==> src/rtl/uart_tx_arbiter.sv <==
// uart_tx_arbiter: round-robin scheduler sharing one UART transmitter among
// NREQ requesters. It captures the winner's byte and frame configuration,
// launches the frame with a one-cycle tx_enable pulse, and holds the Tx inputs
// stable until the next capture. After each frame it pulses the owner's done
// bit and inserts an optional idle gap.
//
// Ports:
//   bd_rate_tx  baud-rate clock (shared with Tx)
//   reset       synchronous, active-high reset
//   req         per-requester request level
//   req_data    byte i in bits [8i+7:8i]
//   req_d_num   1 = 8 data bits, 0 = 7 data bits
//   req_par     parity mode i in bits [2i+1:2i] (11 is reserved, sent as 00)
//   gnt         one-cycle capture pulse, one-hot
//   done        one-cycle frame-complete pulse, one-hot
//   busy        high from capture until the end of the gap
//   owner       index of the current or last granted requester
//   tx_enable   one-cycle frame launch to Tx
//   tx_data     byte to Tx
//   tx_d_num    data-bit count select to Tx
//   tx_par      parity mode to Tx
module uart_tx_arbiter #(
   parameter int unsigned NREQ       = 4,
   parameter int unsigned GAP_CYCLES = 2
) (
   input  logic                 bd_rate_tx,
   input  logic                 reset,
   input  logic [NREQ-1:0]      req,
   input  logic [8*NREQ-1:0]    req_data,
   input  logic [NREQ-1:0]      req_d_num,
   input  logic [2*NREQ-1:0]    req_par,
   output logic [NREQ-1:0]      gnt,
   output logic [NREQ-1:0]      done,
   output logic                 busy,
   output logic [2:0]           owner,
   output logic                 tx_enable,
   output logic [7:0]           tx_data,
   output logic                 tx_d_num,
   output logic [1:0]           tx_par
);

   // Counter must hold the longest frame load (9) or the gap reload.
   localparam int unsigned CNT_MAX = (GAP_CYCLES > 9) ? GAP_CYCLES : 9;
   localparam int unsigned CNT_W   = $clog2(CNT_MAX + 1);

   typedef enum logic [1:0] {
      S_IDLE   = 2'd0,
      S_LAUNCH = 2'd1,
      S_BUSY   = 2'd2,
      S_GAP    = 2'd3
   } state_t;

   state_t              state_q, state_d;
   logic [CNT_W-1:0]    cnt_q, cnt_d;
   logic [2:0]          ptr_q, ptr_d;
   logic [NREQ-1:0]     gnt_q, gnt_d;
   logic [NREQ-1:0]     done_q, done_d;
   logic                busy_q, busy_d;
   logic [2:0]          owner_q, owner_d;
   logic                tx_enable_q, tx_enable_d;
   logic [7:0]          tx_data_q, tx_data_d;
   logic                tx_d_num_q, tx_d_num_d;
   logic [1:0]          tx_par_q, tx_par_d;

   logic [NREQ-1:0]     rot_req;
   logic                win_found;
   logic [2:0]          win_off;
   logic [3:0]          win_sum;
   logic [2:0]          win_idx;
   logic [7:0]          sel_data;
   logic                sel_d_num;
   logic [1:0]          sel_par;

   // Rotate requests so that bit 0 is the requester the pointer points at.
   assign rot_req = NREQ'({req, req} >> ptr_q);

   // Round-robin winner: first set bit at or above the pointer, with wrap.
   always_comb begin
      win_found = 1'b0;
      win_off   = 3'd0;
      for (int i = 0; i < NREQ; i++) begin
         if (!win_found && rot_req[i]) begin
            win_found = 1'b1;
            win_off   = 3'(i);
         end
      end
      win_sum = {1'b0, ptr_q} + {1'b0, win_off};
      win_idx = (win_sum >= 4'(NREQ)) ? 3'(win_sum - 4'(NREQ)) : 3'(win_sum);
   end

   // Winner's payload mux.
   always_comb begin
      sel_data  = 8'd0;
      sel_d_num = 1'b0;
      sel_par   = 2'b00;
      for (int i = 0; i < NREQ; i++) begin
         if (win_idx == 3'(i)) begin
            sel_data  = req_data[8*i +: 8];
            sel_d_num = req_d_num[i];
            sel_par   = req_par[2*i +: 2];
         end
      end
   end

   // Next-state and output logic.
   always_comb begin
      state_d     = state_q;
      cnt_d       = cnt_q;
      ptr_d       = ptr_q;
      gnt_d       = '0;
      done_d      = '0;
      busy_d      = busy_q;
      owner_d     = owner_q;
      tx_enable_d = 1'b0;
      tx_data_d   = tx_data_q;
      tx_d_num_d  = tx_d_num_q;
      tx_par_d    = tx_par_q;

      case (state_q)
         S_IDLE: begin
            if (win_found) begin
               for (int i = 0; i < NREQ; i++) begin
                  gnt_d[i] = (win_idx == 3'(i));
               end
               owner_d     = win_idx;
               busy_d      = 1'b1;
               tx_enable_d = 1'b1;
               tx_data_d   = sel_data;
               tx_d_num_d  = sel_d_num;
               tx_par_d    = (sel_par == 2'b11) ? 2'b00 : sel_par;
               ptr_d       = (win_idx == 3'(NREQ - 1)) ? 3'd0 : win_idx + 3'd1;
               state_d     = S_LAUNCH;
            end
         end

         S_LAUNCH: begin
            // Data bits plus one; enable cycle + BUSY spans bits+3 cycles.
            cnt_d   = tx_d_num_q ? CNT_W'(9) : CNT_W'(8);
            state_d = S_BUSY;
         end

         S_BUSY: begin
            if (cnt_q == '0) begin
               for (int i = 0; i < NREQ; i++) begin
                  done_d[i] = (owner_q == 3'(i));
               end
               if (GAP_CYCLES == 0) begin
                  busy_d  = 1'b0;
                  state_d = S_IDLE;
               end else begin
                  cnt_d   = CNT_W'(GAP_CYCLES - 1);
                  state_d = S_GAP;
               end
            end else begin
               cnt_d = cnt_q - CNT_W'(1);
            end
         end

         S_GAP: begin
            if (cnt_q == '0) begin
               busy_d  = 1'b0;
               state_d = S_IDLE;
            end else begin
               cnt_d = cnt_q - CNT_W'(1);
            end
         end

         default: state_d = S_IDLE;
      endcase
   end

   // State and output registers.
   always_ff @(posedge bd_rate_tx) begin
      if (reset) begin
         state_q     <= S_IDLE;
         cnt_q       <= '0;
         ptr_q       <= 3'd0;
         gnt_q       <= '0;
         done_q      <= '0;
         busy_q      <= 1'b0;
         owner_q     <= 3'd0;
         tx_enable_q <= 1'b0;
         tx_data_q   <= 8'd0;
         tx_d_num_q  <= 1'b0;
         tx_par_q    <= 2'b00;
      end else begin
         state_q     <= state_d;
         cnt_q       <= cnt_d;
         ptr_q       <= ptr_d;
         gnt_q       <= gnt_d;
         done_q      <= done_d;
         busy_q      <= busy_d;
         owner_q     <= owner_d;
         tx_enable_q <= tx_enable_d;
         tx_data_q   <= tx_data_d;
         tx_d_num_q  <= tx_d_num_d;
         tx_par_q    <= tx_par_d;
      end
   end

   assign gnt       = gnt_q;
   assign done      = done_q;
   assign busy      = busy_q;
   assign owner     = owner_q;
   assign tx_enable = tx_enable_q;
   assign tx_data   = tx_data_q;
   assign tx_d_num  = tx_d_num_q;
   assign tx_par    = tx_par_q;

endmodule

==> config.mk <==
export PLATFORM = sky130hd
export DESIGN_NAME = uart_tx_arbiter
export DESIGN_NICKNAME = d
export VERILOG_FILES = /design/src/rtl/uart_tx_arbiter.sv
export SDC_FILE = /design/constraint.sdc
export NUM_CORES = 1
export LEC_CHECK = 0
export ABC_AREA = 1
export BUFFER_PORTS_ARGS = -buffer_cell sky130_fd_sc_hd__buf_4
export CAP_MARGIN = 15
export CORE_ASPECT_RATIO = 0.8
export CORE_MARGIN = 10
export CORE_UTILIZATION = 46
export DETAILED_ROUTE_END_ITERATION = 8
export GPL_ROUTABILITY_DRIVEN = 0
export PLACE_DENSITY = 0.73
export SYNTH_ARGS = -nofsm -noshare
export SYNTH_HDL_FRONTEND = slang
export SYNTH_SLANG_ARGS = --single-unit
==> constraint.sdc <==
create_clock -name bd_rate_tx -period 2.9 [get_ports bd_rate_tx]
set_input_delay 0.145 -clock bd_rate_tx [delete_from_list [all_inputs] [get_ports bd_rate_tx]]
set_output_delay 0.145 -clock bd_rate_tx [all_outputs]
set_load 0.01 [all_outputs]
==> results of run 1 <==
## Yosys cell counts, types with 2 or more instances
library cell	n	area, sq um
a21oi_1	10	50.1
buf_2	5	25.0
buf_6	3	33.8
clkbuf_1	5	18.8
dfxtp_1	33	661
ha_1	12	150
inv_1	37	139
inv_2	5	18.8
nand2_1	89	334
nand2_2	5	31.3
nand2_4	2	22.5
nand3_1	41	205
nor2_1	62	233
nor2_4	2	22.5
nor4_1	4	25.0
o21ai_0	8	40.0
o22ai_1	9	56.3
## stage by stage
stage                     cells  worst slack, ns
after CTS                   483           0.0114
after global routing        489          -0.0585
after floorplan             345            0.201
final                       489           0.0906
after detailed placement    475          -0.0757
after global placement      475           0.0102
## power groups by stage
stage               combinational [W]  clock (W)  sequential (W)
global placement              0.00241          0        0.000705
global route                  0.00347   0.000384        0.000724
finish                        0.00313   0.000354        0.000705
detailed placement            0.00244          0        0.000708
CTS                           0.00247   0.000355        0.000700
floorplan                     0.00172          0        0.000738
## kinds of logic after synthesis
family | after synthesis | share of synthesized area [%]
simple gates | 211 | 42.1
buf+inv | 56 | 11.0
flops | 33 | 30.4
compound gates | 31 | 8.34
fa+ha+maj | 13 | 7.82
xor+xnor | 1 | 0.403
## per-layer routing
layer / GRT usage, % / up-vias / wire [microns]
met5: 0 / - / 0
met3: 6.29 / 14 / 508
met4: 4.26 / 0 / 128
li1: - / 1256 / -
met2: 24.9 / 85 / 3080
met1: 18.5 / 1091 / 3020
## worst max-delay path: cells and delay by family, from the launching register on
family                   cells  cell delay [ns]
adder cells (fa/ha/maj)      3             1.01
AND/OR/NAND/NOR             10             0.73
flip-flops                   1             0.37
buffers and inverters        4             0.36
AO/OA/AOI/OAI                2             0.24
## worst min path at each step
| stage | start | endpoint | slack (ns) | cells past startpoint |
|---|---|---|---|---|
| floorplan | reset | owner[2] | 0.21 | 1 |
| global placement | reset | ptr_q[2] | 0.38 | 2 |
| detailed placement | reset | owner[2] | 0.38 | 2 |
| CTS | reset | ptr_q[2] | 0.07 | 2 |
| global route | reset | ptr_q[0] | 0.06 | 2 |
| finish | reset | ptr_q[2] | 0.07 | 2 |
## sequential cells by signal (all words and copies together), names as in the netlist
signal     flops
done           4
tx_par         2
tx_enable      1
state_q        2
gnt            4
cnt_q          4
tx_d_num       1
busy           1
owner          3
tx_data        8
ptr_q          3
## placed cells by master (no fill, tap or decap), types with 2 or more instances in the layout
master / instances
inv_1: 34
nand2_2: 13
clkbuf_8: 5
buf_6: 2
clkinv_2: 3
ha_1: 7
nand3_2: 5
a21oi_1: 9
o22ai_2: 6
nor2_4: 2
o22ai_1: 2
clkbuf_16: 2
nand2_4: 7
nand2_1: 76
buf_4: 83
nand3_1: 37
buf_12: 2
inv_4: 2
nor2_1: 57
nor4_1: 4
dfxtp_1: 31
inv_2: 6
ha_4: 3
ha_2: 2
o21ai_0: 8
nor2_2: 5
## repair_timing
item / CTS / global route
hold buffers: 0 / 0
setup buffers: 0 / 4
hold endpoints to repair: 0 / 0
gates cloned: 0 / 2
gates resized for setup: 3 / 55
pin swaps: 0 / 19
setup endpoints to repair: 11 / 12
## cell type report
cell class	instances	share of cell area (%)
Tap cell	60	2.35
Inverter	43	5.24
Timing Repair Buffer	89	23.0
Clock buffer	5	2.15
Clock inverter	3	0.548
Sequential cell	33	20.8
Multi-Input combinational cell	256	45.9
==> flow_metrics.tcl, run 1 <==
set metrics [dict create \
    tightest_slew_ns 0.611 \
    rows 22 \
    min_path_type "input port to register" \
    critical_path.max_fanout 7 \
    report.final.slew_viol_count 0 \
    clkSinkCount 33 \
    die_area_sq_um 7890 \
    fraction_of_layout_cells_with_a_size_suffix_above_1_pct 36.6 \
    drtIter0Drc 106 \
    pin_count_of_the_biggest_net_entering_global_routing 22 \
    cts_tree "done" \
    critPathSlowestCell "fa_2" \
    power_per_cell_area_nw_per_um2 1310 \
    avgSynthCellArea_sq_um 6.30 \
    async_flop_share_pct 0 \
    synth_enable_flop_cells 0 \
    chipWidth_microns 96.9 \
    rr_endpoint "tx_data[4]" \
    setup_tns_ns 0 \
    synthDistinctLibCells 30 \
    fmax_mhz 356 \
    antenna-diode-count 0 \
    drt_drc_violations_left 0 \
    detail_route.vias_per_cell 5.00 \
    power_frac_seq_pct 16.8 \
    r2r_start "ptr_q[0]" \
    proportion_of_synthesized_chip_area_in_sequential_cells_pct 30.4 \
    worst_ep_arrival_time_ns 3.00 \
    final_min_period_over_clock_period_pct 96.9 \
    dr_total_vias 2446 \
    syn2layout_area_growth_pct 47.1 \
    wl_per_cell_microns 13.8 \
    fin_worst_hold_slack_ns 0.0685 \
    final_nets 491 \
    finalInstanceArea_sq_um 3200 \
    fin_skew_ns 0.00335 \
    io-pin-count 74 \
    critPathCapture "tx_data[4]" \
    cellInternalPower_w 0.00214 \
    seqCellArea_sq_um 666 \
    critical_path.max_stage_delay_ns 0.64 \
    endpoint_kind "register" \
    rrSetupSlack_ns 0.09 \
    nFillCells 410 \
    grt_overflow 0 \
    cts-root-to-sink-buffers 2 \
    design_power_total_w 0.00419 \
    grt.total_usage_pct 15.3 \
    report.final.hold_viol_count 0 \
    grt_antenna_before_repair 0 \
    post_synthesis_sequential_element_count 33 \
    rsz_0062_raised_after_global_routing "true" \
    detailedPlacementHpwl_mm 4.85 \
    floorplan.core_area_sq_um 4570 \
    postPlaceCellArea_sq_um 2820 \
    setup.worst_path.start_class "register" \
    clockRootBuffer "clkbuf_8" \
    clock_power_share_pct 8.4 \
    yosys_warnings 0 \
    worst_ir_drop_vdd_mv 0.718 \
    finish.utilization_pct 70.0 \
    p_sw_w 0.00205 \
    first_global_vias 2216 \
    power.share.switching_pct 48.9 \
    multi_input_comb_area_sq_um 1470 \
    number_of_port_buffers 73 \
    setup-violations-final 0 \
    share_comb_of_total_power_pct 74.7 \
    net_count_of_the_mapped_netlist 408 \
    h-tree-depth 2 \
    path_cells "inv_4 -> nand2_4 -> nand2_2 -> nand2_2 -> nand3_2 -> nand3_2 -> a21boi_2 -> ha_2 -> inv_2 -> fa_2 -> inv_4 -> ha_4 -> nand2_4 -> clkbuf_16 -> nand2_2 -> o22ai_2 -> nor2_1 -> nor2_1 -> nor2_1" \
    crit_path_start "ptr_q[0]" \
    time_the_final_worst_path_needs_with_i_o_delays_and_setup_ns 2.81 \
    r2r_cells 19 \
    criticalPathCategory "register to register" \
    leakagePower_nw 1.65 \
    drt_first_pass_iters 5 \
    worst_ep_required_time_ns 3.09 \
    synth_cells 345 \
    die_h_microns 81.5 \
    cts_made_buffers 5 \
    syn_area_sq_um 2170 \
    drv.max_cap_violation_count 0 \
    timing.slew.headroom_pct 59.2 \
    starting_utilization_of_the_core_area_pct 47.6 \
    post_drt_antenna_nets 0 \
    result_of_the_run "finished clean" \
    cts.reportedPaths.clkPinSlew_ns 0.07 \
    clk_latency_ns 0.30 \
    grt_pass1_wl_mm 10.0 \
    total_detailed_routing_wirelength_mm 6.74 \
    dominantRegCellSynth "dfxtp_1" \
]
No activity file was read; power rests on OpenSTA's default activity.
==> run 2, diff against run 1 <==
--- a/config.mk
+++ b/config.mk
@@ -13,7 +13,8 @@
 export CORE_UTILIZATION = 46
 export DETAILED_ROUTE_END_ITERATION = 8
 export GPL_ROUTABILITY_DRIVEN = 0
-export PLACE_DENSITY = 0.73
+export MAX_ROUTING_LAYER = met4
+export PLACE_DENSITY = 0.78
 export SYNTH_ARGS = -nofsm -noshare
 export SYNTH_HDL_FRONTEND = slang
 export SYNTH_SLANG_ARGS = --single-unit
==> run 2 against run 1 <==
Net effect: first-iteration DRC count up 75%; worst setup slack got worse by 0.047 ns; register-to-register slack got worse by 0.05 ns; critical path type unchanged; maximum frequency fell by 1.7%; non-clock buffer count up 2; final cell count grew 0.61%.
==> flow_metrics.tcl, run 2 (same netlist as run 1, synthesis figures left out) <==
set metrics [dict create \
    starting_utilization_of_the_core_area_pct 47.6 \
    grt_pass1_wl_mm 10.2 \
    worst_ep_arrival_time_ns 3.08 \
    final_min_period_over_clock_period_pct 98.5 \
    syn2layout_area_growth_pct 44.3 \
    drt_drc_violations_left 0 \
    fraction_of_layout_cells_with_a_size_suffix_above_1_pct 34.7 \
    number_of_port_buffers 73 \
    die_h_microns 81.5 \
    report.final.hold_viol_count 0 \
    dr_total_vias 2511 \
    wl_per_cell_microns 14.0 \
    tightest_slew_ns 0.659 \
    antenna-diode-count 0 \
    drtIter0Drc 186 \
    final_nets 494 \
    rrSetupSlack_ns 0.04 \
    criticalPathCategory "register to register" \
    result_of_the_run "finished clean" \
    first_global_vias 2378 \
    cts_made_buffers 5 \
    grt.total_usage_pct 15.7 \
    cts.reportedPaths.clkPinSlew_ns 0.07 \
    leakagePower_nw 1.63 \
    nFillCells 385 \
    io-pin-count 74 \
    place.detailed.instances 476 \
    drt_first_pass_iters 5 \
    r2r_cells 19 \
    endpoint_kind "register" \
    total_detailed_routing_wirelength_mm 6.90 \
    cts-root-to-sink-buffers 2 \
    post_drt_antenna_nets 0 \
    fmax_mhz 350 \
    drv.max_cap_violation_count 0 \
    fin_skew_ns 0.00803 \
    h-tree-depth 2 \
    critical_path.max_fanout 7 \
    detailedPlacementHpwl_mm 5.00 \
    layout.cells.most_common "buf_4" \
    rsz_0062_raised_after_global_routing "true" \
    clockRootBuffer "clkbuf_8" \
    timing.slew.headroom_pct 56.0 \
    cts-hold-fix-buffers 0 \
    floorplan.core_area_sq_um 4570 \
    chipWidth_microns 96.9 \
    report.final.slew_viol_count 0 \
    power_per_cell_area_nw_per_um2 1310 \
    die_area_sq_um 7890 \
    time_the_final_worst_path_needs_with_i_o_delays_and_setup_ns 2.86 \
    cts_tree "done" \
    pin_count_of_the_biggest_net_entering_global_routing 22 \
    grt_overflow 0 \
    rows 22 \
    setup-violations-final 0 \
    number_of_flip_flops_under_the_largest_register_name 8 \
    fin_worst_hold_slack_ns 0.0826 \
    worst_hold_path.num_cells 2 \
    clkSinkCount 33 \
    detail_route.vias_per_cell 5.10 \
    grt_antenna_before_repair 0 \
    instances_no_fill 492 \
    setup.worst_path.start_class "register" \
    clk_latency_ns 0.29 \
    worst_ep_required_time_ns 3.12 \
    top_library_cells_by_usage_in_the_layout_fill_and_taps_aside "buf_4 (84), nand2_1 (80), nor2_1 (57)" \
    worst_ir_drop_vdd_mv 0.763 \
    min_path_type "input port to register" \
]
[run 2: changes by cell type in the layout (fill, tap and decap cells not counted), moves of 2 or more]
| cell | change |
|---|---|
| o22ai_2 | -4 |
| nand3_2 | -3 |
| nand3_1 | +3 |
| nand2_1 | +4 |
| o22ai_1 | +5 |
| nand2_4 | -4 |
| buf_6 | +2 |
[run 2: metrics by stage]
stage	setup WS [ns]	util (%)	TNS (ns)	total power (W)	cell area [sq um]
final	0.0434	68.7	0	0.00410	3140
after global routing	-0.0784	68.7	-0.339	0.00445	3140
after CTS	0.0256	64.0	0	0.00352	2930
after detailed placement	-0.128	61.6	-0.544	0.00313	2820
after global placement	-0.0711	61.6	-0.209	0.00309	2820
after floorplan	0.201	-	0	0.00246	2170
[run 2: path summary, 6_finish.rpt]
check	from	to
max	ptr_q[0]	tx_data[1]
min	reset	ptr_q[0]
max reg2reg	ptr_q[0]	tx_data[1]
min reg2reg	busy	busy
[run 2: critical path, cell delays in order (launching register included)]
cell and delay [ns]:
dfxtp_4 0.38, inv_4 0.07, nand2_2 0.05, nand2_2 0.06
nand2_1 0.05, nand3_2 0.07, nand3_2 0.08, a21boi_2 0.14
ha_2 0.20, inv_2 0.04, fa_2 0.61, inv_4 0.07
ha_4 0.17, nand2_4 0.08, clkinvlp_4 0.13, buf_4 0.17
buf_4 0.13, nor2_1 0.14, nor2_1 0.06, nor2_1 0.08
[run 2: where the power goes]
group          internal, W  switching, W  total, W
Sequential        0.000609     0.0000965  0.000705
Clock             0.000166      0.000171  0.000337
Combinational      0.00131       0.00175   0.00306
Total              0.00209       0.00201   0.00410
[run 2: cell type report]
class	instances	area (sq um)	share of cell area (%)
multi-input combinational	256	1390	44.4
timing repair buffer	91	741	23.6
sequential	33	667	21.3
inverter	43	174	5.54
tap	60	75.1	2.39
clock buffer	6	72.6	2.31
clock inverter	2	10.0	0.319
timing repair inverter	1	5.00	0.159
[run 2: repair_timing]
| action | 4_1_cts | 5_1_grt |
|---|---|---|
| setup endpoints to repair | 12 | 12 |
| hold endpoints to repair | 0 | 0 |
| buffers inserted | 3 | 2 |
| gates resized for setup | 4 | 46 |
| gates cloned | 0 | 3 |
| pin swaps | 0 | 11 |
[run 2: layer usage]
layer / up-vias / global-route usage [%] / share of wire, %
met5: - / - / 0
met4: 0 / 4.56 / 1.4
met3: 10 / 3.69 / 6.2
met2: 94 / 26.6 / 47
met1: 1146 / 18.4 / 46
li1: 1261 / - / -
==> run 3, diff against run 2 <==
--- a/config.mk
+++ b/config.mk
@@ -5,12 +5,12 @@
 export SDC_FILE = /design/constraint.sdc
 export NUM_CORES = 1
 export LEC_CHECK = 0
-export ABC_AREA = 1
+export ABC_AREA = 0
 export BUFFER_PORTS_ARGS = -buffer_cell sky130_fd_sc_hd__buf_4
 export CAP_MARGIN = 15
 export CORE_ASPECT_RATIO = 0.8
-export CORE_MARGIN = 10
-export CORE_UTILIZATION = 46
+export CORE_MARGIN = 3
+export CORE_UTILIZATION = 45
 export DETAILED_ROUTE_END_ITERATION = 8
 export GPL_ROUTABILITY_DRIVEN = 0
 export MAX_ROUTING_LAYER = met4
==> run 3 against run 2 <==
Net effect: the run now ends with setup timing left; count of clock-buffer cells in the layout is 1 lower; worst setup slack worse by 0.20 ns; worst hold slack improved by 0.075 ns; maximum frequency is 6.5% lower; critical endpoint is now tx_par[1]; clock power is 4% higher; routed wire length decreased by 7.8%; utilization up 2.9 points; sequential power decreased by 3.0%.
==> flow_metrics.tcl, run 3 <==
set metrics [dict create \
    violations "setup timing" \
    rsz_0062_raised_after_global_routing "true" \
    postPlaceCellArea_sq_um 2780 \
    fmax_mhz 327 \
    worst_ep_required_time_ns 3.12 \
    setup.worst_path.start_class "register" \
    post_synth_fa_ha_maj_area_fraction_pct 8.40 \
    path_cells "buf_4 -> mux4_2 -> a21oi_2 -> inv_1 -> fa_2 -> inv_2 -> ha_4 -> or2_4 -> a221o_1 -> o221ai_2 -> nand4b_1 -> mux2i_1" \
    fin_skew_ns 0.00451 \
    antenna-diode-count 0 \
    tightest_slew_ns 0.661 \
    drv.max_cap_violation_count 0 \
    synth.area.top_cells "dfxtp_1 (33%), ha_1 (7.4%), mux2i_1 (6.9%)" \
    grt_antenna_before_repair 0 \
    post_synth_most_frequent_cells "dfxtp_1 (33), nand2_1 (28), nor2_1 (18)" \
    critPathSlowestCell "fa_2" \
    rrSetupSlack_ns -0.16 \
    min_path_type "input port to register" \
    clkSinkCount 33 \
    avgSynthCellArea_sq_um 8.66 \
    timing.slew.headroom_pct 55.9 \
    report.final.hold_viol_count 0 \
    clockRootBuffer "clkbuf_8" \
    fin_worst_hold_slack_ns 0.158 \
    net_count_of_the_mapped_netlist 297 \
    main_combinational_cell_family_by_area_after_synthesis "compound AO/OA/AOI/OAI gates" \
    h-tree-depth 2 \
    report.final.slew_viol_count 0 \
    post_drt_antenna_nets 0 \
    detail_route.vias_per_cell 5.73 \
    finalInstanceArea_sq_um 3050 \
    die_h_microns 66.0 \
    grt_overflow 0 \
    critical_path.max_fanout 6 \
    synthDistinctLibCells 54 \
    criticalPathCategory "register to register" \
    critical_path.max_stage_delay_ns 0.59 \
    io-pin-count 74 \
    floorplan.core_area_sq_um 4260 \
    synth_compound_gate_area_share_pct 23.5 \
    grt_pass1_wl_mm 10.1 \
    syn2layout_area_growth_pct 50.4 \
    yosys_warnings 0 \
    drt_drc_violations_left 0 \
    proportion_of_synthesized_chip_area_in_sequential_cells_pct 32.6 \
    top_library_cells_by_usage_in_the_layout_fill_and_taps_aside "buf_4 (101), dfxtp_1 (32), nand2_1 (26)" \
    worst_ep_arrival_time_ns 3.28 \
    r2r_cells 12 \
    setup-violations-final 11 \
    endpoint_kind "register" \
    number_of_flip_flops_under_the_largest_register_name 8 \
    worst_ir_drop_vdd_mv 0.716 \
    async_flop_share_pct 0 \
    leakagePower_nw 1.36 \
    cts_tree "done" \
    clk_latency_ns 0.29 \
    synth_cells 234 \
    grt.total_usage_pct 25.5 \
    synth_xor_area_share_pct 0.432 \
    time_the_final_worst_path_needs_with_i_o_delays_and_setup_ns 3.06 \
    first_global_vias 2172 \
    critical_path_cell_count 12 \
    starting_utilization_of_the_core_area_pct 47.6 \
    cts.reportedPaths.clkPinSlew_ns 0.07 \
    fraction_of_layout_cells_with_a_size_suffix_above_1_pct 43.7 \
    cts-root-to-sink-buffers 2 \
    syn_area_sq_um 2030 \
    number_of_port_buffers 73 \
    worst_hold_path.num_cells 2 \
    cts_made_buffers 5 \
    timing.final.ws_setup_ns -0.155 \
    post_synthesis_sequential_element_count 33 \
    die_area_sq_um 5350 \
    cp_num_buf_inv 3 \
    yosys.cell_count.top_type "dfxtp_1" \
    dr_total_vias 2241 \
    detailedPlacementHpwl_mm 4.61 \
    dominantRegCellSynth "dfxtp_1" \
    synthSimpleGateAreaFrac_pct 18.8 \
    critPathTopFamily "adder cells" \
    drtIter0Drc 126 \
    power_per_cell_area_nw_per_um2 1140 \
    chipWidth_microns 81.0 \
    synth_enable_flop_cells 0 \
    layout.cells.most_common "buf_4" \
    pin_count_of_the_biggest_net_entering_global_routing 19 \
    rows 21 \
    synth_largest_area_cell "dfxtp_1" \
    wl_per_cell_microns 16.3 \
    netlist.area_leader.share_pct 32.6 \
    final_nets 396 \
    portion_of_netlist_area_occupied_by_mux_cells_pct 8.59 \
    drt_first_pass_iters 4 \
    final_min_period_over_clock_period_pct 105 \
    total_detailed_routing_wirelength_mm 6.37 \
    result_of_the_run "complete, but fails checks" \
]
[run 3: changes by cell type after synthesis, moves of 7 or more]
cell,before,now
nor3_1,1,10
nand3_1,41,1
mux2i_1,0,14
nand2_1,89,28
o22ai_1,9,1
inv_1,37,14
o221ai_1,0,11
clkbuf_1,5,12
a221oi_1,1,10
nor2_1,62,18
[run 3: stage by stage]
stage | util (%) | worst slack [ns] | std cells | setup TNS [ns] | total power (W)
6_report | 71.6 | -0.155 | 391 | -0.872 | 0.00346
5_1_grt | 71.6 | -0.379 | 391 | -3.02 | 0.00372
4_1_cts | 70.8 | -0.0969 | 390 | -0.580 | 0.00338
3_5_place_dp | 65.2 | -0.245 | 375 | -2.22 | 0.00275
3_3_place_gp | 65.2 | -0.125 | 375 | -0.912 | 0.00270
2_1_floorplan | - | -0.170 | 234 | -1.08 | 0.00214
[run 3: routing by layer]
metal  share of wire, %  global-route usage, %  up-vias
met5                  0                      -        -
met4                2.3                   9.49        0
met3                7.9                   6.27       16
met2                 48                   41.2       92
met1                 42                   30.8     1067
li1                   -                      -     1066
[run 3: worst reg2reg max path: stages, from the launching register on]
cell and delay [ns]:
dfxtp_4 0.37, buf_4 0.11, mux4_2 0.52, a21oi_2 0.16
inv_1 0.08, fa_2 0.59, inv_2 0.08, ha_4 0.17
or2_4 0.28, a221o_1 0.29, o221ai_2 0.08, nand4b_1 0.12
mux2i_1 0.13
[run 3: cell type report]
class | count | area [sq um]
clock inverters | 3 | 17.5
well taps | 57 | 71.3
multi-input cells | 171 | 1340
clock buffers | 5 | 68.8
inverters | 15 | 56.3
flip-flops and latches | 33 | 664
repair buffers | 107 | 826
fillers | 338 | 1210
[run 3: final timing paths]
kind,startpoint,endpoint
worst min-delay path,reset,state_q[0]
worst max register to register,ptr_q[0],tx_par[1]
worst max-delay path,ptr_q[0],tx_par[1]
worst min register to register,tx_data[3],tx_data[3]
[run 3: where the power goes]
part           switching (W)  internal, W
Clock               0.000185     0.000166
Combinational        0.00121      0.00122
Sequential         0.0000960     0.000588
Total                0.00149      0.00197
[run 3: cells by family after synthesis]
| kind of cell | count (synthesis) |
|---|---|
| compound gates | 61 |
| xor+xnor | 1 |
| fa+ha+maj | 13 |
| buf+inv | 31 |
| flops | 33 |
| mux | 16 |
| simple gates | 79 |
[run 3: repair_timing]
action                     CTS  global route
setup endpoints to repair   11            12
hold buffers                 0             0
pin swaps                    7             1
cloned                       1             0
gates resized for setup     25             7
setup buffers                6             1
